**config.mk**
```make
export PLATFORM = sky130hd
export DESIGN_NAME = fetch_unit
export DESIGN_NICKNAME = d
export VERILOG_FILES = /design/src/rtl/fetch_unit.sv
export SDC_FILE = /design/constraint.sdc
export NUM_CORES = 1
export LEC_CHECK = 0
export CELL_PAD_IN_SITES_DETAIL_PLACEMENT = 1
export CELL_PAD_IN_SITES_GLOBAL_PLACEMENT = 1
export CORE_MARGIN = 3
export CORE_UTILIZATION = 36
export DETAILED_ROUTE_END_ITERATION = 10
export HOLD_SLACK_MARGIN = 0.1
export MAX_ROUTING_LAYER = met4
export PLACE_DENSITY_LB_ADDON = 0.1
export SKIP_LAST_GASP = 1
export SLEW_MARGIN = 20
export SYNTH_ARGS = -nofsm -noshare
export SYNTH_HDL_FRONTEND = slang
export SYNTH_SLANG_ARGS = --single-unit
```
**constraint.sdc**
```tcl
create_clock -name FU_clk -period 3.8 [get_ports FU_clk]
set_input_delay 0.57 -clock FU_clk [delete_from_list [all_inputs] [get_ports FU_clk]]
set_output_delay 0.57 -clock FU_clk [all_outputs]
set_load 0.03 [all_outputs]
```
**src/rtl/fetch_unit.sv**
```systemverilog
// Fetch unit: PC/MAR/MBR/IR datapath with a RAM read wait-state FSM and a sticky protocol-error flag.
// Optional macro FU_INSTR_COUNT_EN adds a 16-bit count of accepted IR loads on output instr_cnt.
module fetch_unit #(
  parameter int unsigned WAIT_CYCLES = 1
) (
  input  logic        FU_clk,
  input  logic        FU_rst,
  input  logic        PC_inc,
  input  logic        MAR_we,
  input  logic        MAR_mux,
  input  logic        MBR_we,
  input  logic        MBR_mux,
  input  logic        IR_we,
  input  logic        RAM_we,
  input  logic [7:0]  RF_in,
  input  logic [7:0]  ram_rdata,
  output logic [7:0]  ram_addr,
  output logic [7:0]  ram_wdata,
  output logic        ram_we,
  output logic [7:0]  IR_out,
  output logic [7:0]  PC_out,
  output logic        FU_busy,
  output logic        FU_err
`ifdef FU_INSTR_COUNT_EN
  ,
  output logic [15:0] instr_cnt
`endif
);

  typedef enum logic {
    S_IDLE,
    S_WAIT
  } state_t;

  localparam logic [1:0] LP_CNT_INIT = (WAIT_CYCLES == 0) ? 2'd0 : 2'(WAIT_CYCLES - 1);

  state_t     r_state;
  logic [1:0] r_cnt;
  logic [7:0] r_pc;
  logic [7:0] r_mar;
  logic [7:0] r_mbr;
  logic [7:0] r_ir;
  logic       r_err;
  logic       w_busy;
  logic       w_any_strobe;
`ifdef FU_INSTR_COUNT_EN
  logic [15:0] r_instr_cnt;
`endif

  assign w_busy       = (r_state == S_WAIT);
  assign w_any_strobe = MAR_we | MBR_we | IR_we | RAM_we;

  always_ff @(posedge FU_clk or posedge FU_rst) begin
    if (FU_rst) begin
      r_state <= S_IDLE;
      r_cnt   <= '0;
      r_pc    <= '0;
      r_mar   <= '0;
      r_mbr   <= '0;
      r_ir    <= '0;
      r_err   <= 1'b0;
`ifdef FU_INSTR_COUNT_EN
      r_instr_cnt <= '0;
`endif
    end else begin
      // NOTE: non-blocking assignments make every right-hand side the pre-edge value, so
      // MAR sees the old PC and IR sees the old MBR when strobes coincide.
      if (PC_inc) r_pc <= r_pc + 8'd1;

      case (r_state)
        S_IDLE: begin
          if (MAR_we) r_mar <= MAR_mux ? {4'h0, r_ir[3:0]} : r_pc;
          if (IR_we) begin
            r_ir <= r_mbr;
`ifdef FU_INSTR_COUNT_EN
            r_instr_cnt <= r_instr_cnt + 16'd1;
`endif
          end
          if (MBR_we) begin
            if (MBR_mux) begin
              r_mbr <= RF_in;
            end else if (WAIT_CYCLES == 0) begin
              r_mbr <= ram_rdata;
            end else begin
              r_cnt   <= LP_CNT_INIT;
              r_state <= S_WAIT;
            end
          end
        end
        S_WAIT: begin
          // Strobes are dropped while a read is outstanding; the attempt is remembered.
          if (w_any_strobe) r_err <= 1'b1;
          if (r_cnt == 2'd0) begin
            r_mbr   <= ram_rdata;
            r_state <= S_IDLE;
          end else begin
            r_cnt <= r_cnt - 2'd1;
          end
        end
        default: r_state <= S_IDLE;
      endcase
    end
  end

  assign ram_addr  = r_mar;
  assign ram_wdata = r_mbr;
  assign ram_we    = RAM_we & ~w_busy;
  assign IR_out    = r_ir;
  assign PC_out    = r_pc;
  assign FU_busy   = w_busy;
  assign FU_err    = r_err;
`ifdef FU_INSTR_COUNT_EN
  assign instr_cnt = r_instr_cnt;
`endif

endmodule

```
==> flow_summary.json <==
{
  "run_status": "finished clean",
  "wl_met1_um": 1710,
  "path_max_fanout": 2,
  "antenna_found_initial": 0,
  "routed_wl_um": 3970,
  "place_congestion": 0.746,
  "dieHeight_um": 72.1,
  "detail-route-antenna-nets": 0,
  "cp.required_ns": 3.23,
  "vias": 1217,
  "max_cap_viol_count": 0,
  "ctsRootBufferMaster": "clkbuf_8",
  "synth_async_sr_flop_share_pct": 100,
  "cts_setup_buffers": 0,
  "p_leak_nw": 0.970,
  "drv_slew": 0,
  "dieWidth_um": 72.1,
  "hp-start": "ram_addr[7]",
  "drt_pass1_iterations": 4,
  "yosysSeqAreaShare_pct": 57.2,
  "crit_path_end_kind": "primary output",
  "crit_top_cell": "clkdlybuf4s50_1",
  "r2r-start": "FU_busy",
  "hold_end": "ram_addr[7]",
  "clk_latency_ns": 0.29,
  "synthCells": 131,
  "ys.flop_type": "dfrtp_1",
  "initial_core_util_pct": 38.2,
  "dpl_cell_area_um2": 2190,
  "hold_violations": 0,
  "reg2reg_depth": 2,
  "r2r_end": "IR_out[2]",
  "hold_path_class": "flip-flop to flip-flop",
  "slowest_delay_ns": 0.70,
  "syn_area_um2": 1570,
  "grt_max_degree": 37,
  "cts-resized-gates": 0,
  "slowest_stage": "clkdlybuf4s50_1",
  "cts-htree-levels": 2,
  "drt-wirelength-per-cell_um": 16.3,
  "finalSetupViolCount": 0,
  "drt_iter0_markers": 33,
  "relSlewSlack_pct": 61.5,
  "ys_warn_count": 0,
  "grt_pass1_vias": 1338,
  "numPortBuffers": 59,
  "postLayoutCellArea_um2": 2280,
  "tritoncts": "done",
  "setup_tns_ns": 0,
  "period_needed_ns": 2.47,
  "start_kind": "input port",
  "holdPathStages": 2,
  "vias_per_cell": 5.01,
  "synth_cell_type_count": 24,
  "grt_usage_pct": 17.1,
  "grt_pass1_wl_um": 6610,
  "finalPower_mw": 1.41,
  "wl_met2_um": 2020,
  "gr-total-overflow": 0,
  "ir_worst_vdd_uv": 308,
  "highest-signal-layer": "met4",
  "ios": 60,
  "synth-edff-count": 0,
  "final_net_count": 219,
  "remaining_drc_errors": 0,
  "rows": 23,
  "antenna_cells": 0,
  "synth.avg_cell_area_um2": 12.0,
  "dr_wl_met3_um": 183,
  "dp_hpwl_um": 3000,
  "cellPowerDensity_nw_per_um2": 616,
  "clock-sinks": 36,
  "worstMarginPinSlew_ns": 0.577,
  "area_delta_synth_final_pct": 45.0,
  "finalCritPeriodShare_pct": 64.9,
  "worstSetupPathType": "input port to primary output",
  "rsz0062_at_grt": "false",
  "drive_gt1_share_pct": 9.84,
  "clk_pin_slew_ns": 0.07,
  "core-area_um2": 4120,
  "arrival_ns": 1.90,
  "syn_nets": 158,
  "r2r_slack_ns": 2.12,
  "fin_skew_ns": 0.00381,
  "ys_seq_elements": 36,
  "cp_cell_sequence": "clkdlybuf4s50_1 -> nor2b_1 -> clkdlybuf4s50_1",
  "whs_ns": 0.481,
  "hold_buffers": 0,
  "die_area_um2": 5200,
  "max_clock_freq_mhz": 405,
  "clockBufferDepth": 2,
  "numCtsBuffers": 5
}
## worst max-delay path by stage
stage | from | endpoint | slack (ns) | cells past startpoint
2_1_floorplan | FU_busy | ram_we | 2.04 | 2
5_1_grt | RAM_we | ram_we | 1.26 | 3
4_1_cts | RAM_we | ram_we | 1.31 | 3
6_report | RAM_we | ram_we | 1.33 | 3
3_5_place_dp | RAM_we | ram_we | 1.31 | 3
3_3_place_gp | RAM_we | ram_we | 1.39 | 3
## cells by family (layout without fill, tap and decap cells)
family                     after synthesis  in the layout  synth area share [%]
and+or+nand+nor                         28             28                  10.1
xor gates and xnor gates                 7              7                  3.90
DFF                                     36             36                  57.2
adders and majority gates                2              2                  1.59
buffers and inverters                    9             71                  3.58
AOI/OAI and AO/OA                       35             35                  12.1
muxes                                   14             14                  11.5
## stage by stage
stage	util [%]	std cells	worst slack [ns]
after global routing	55.5	243	1.26
after floorplan	-	131	2.04
after global placement	53.2	235	1.39
after CTS	55.5	243	1.31
after detailed placement	53.2	235	1.31
final	55.5	243	1.33
## layout by cell type (no fill, tap or decap), drive strengths merged
| cell | count |
|---|---|
| o22ai | 9 |
| o21ai | 9 |
| nand4 | 4 |
| clkbuf | 6 |
| and3 | 1 |
| nand2b | 9 |
| mux2i | 5 |
| buf | 1 |
| nand3b | 1 |
| a21oi | 16 |
| inv | 3 |
| o41ai | 1 |
| nand2 | 11 |
| nor2 | 1 |
| dfrtp | 36 |
| ha | 2 |
| xor2 | 2 |
| xnor2 | 5 |
| clkdlybuf4s50 | 59 |
| mux2 | 9 |
| nor2b | 1 |
| clkinv | 2 |
## state kept, by name, indices dropped and copies added, names as in the netlist
register / flops
IR_out: 8
PC_out: 8
ram_addr: 8
ram_wdata: 8
r_cnt: 2
FU_busy: 1
FU_err: 1
## cells in the mapped netlist, types with 3 or more instances
library cell,n,area (µm²)
xnor2_1,5,43.8
dfrtp_1,36,901
o22ai_1,9,56.3
nand2_1,11,41.3
o21ai_0,8,40.0
mux2i_1,5,50.1
nand2b_1,9,56.3
inv_1,3,11.3
a21oi_1,16,80.1
mux2_4,8,120
nand4_1,4,25.0
## cell type report
| cell class | count | area, µm² |
|---|---|---|
| Tap cell | 50 | 62.6 |
| Clock inverter | 2 | 10.0 |
| Clock buffer | 6 | 82.6 |
| Fill cell | 444 | 1830 |
| Multi-Input combinational cell | 86 | 617 |
| Sequential cell | 36 | 901 |
| Inverter | 3 | 11.3 |
| Timing Repair Buffer | 60 | 598 |
## layer usage
layer  vias to the layer above  track usage [%]
li1                        584                -
met1                       592             20.9
met2                        35             27.0
met3                         6             5.40
met4                         0             5.01
met5                         -                -
## power breakdown
| part | switching [mW] | internal (mW) | total, mW |
|---|---|---|---|
| Combinational | 0.294 | 0.258 | 0.552 |
| Sequential | 0.0966 | 0.472 | 0.569 |
| Clock | 0.140 | 0.145 | 0.285 |
## critical path: cells and delay by family
kind,cells,cell delay (ns)
buffers and inverters,2,1.18
AND/OR/NAND/NOR,1,0.15
Note: power is estimated with default switching activity, not from simulation.
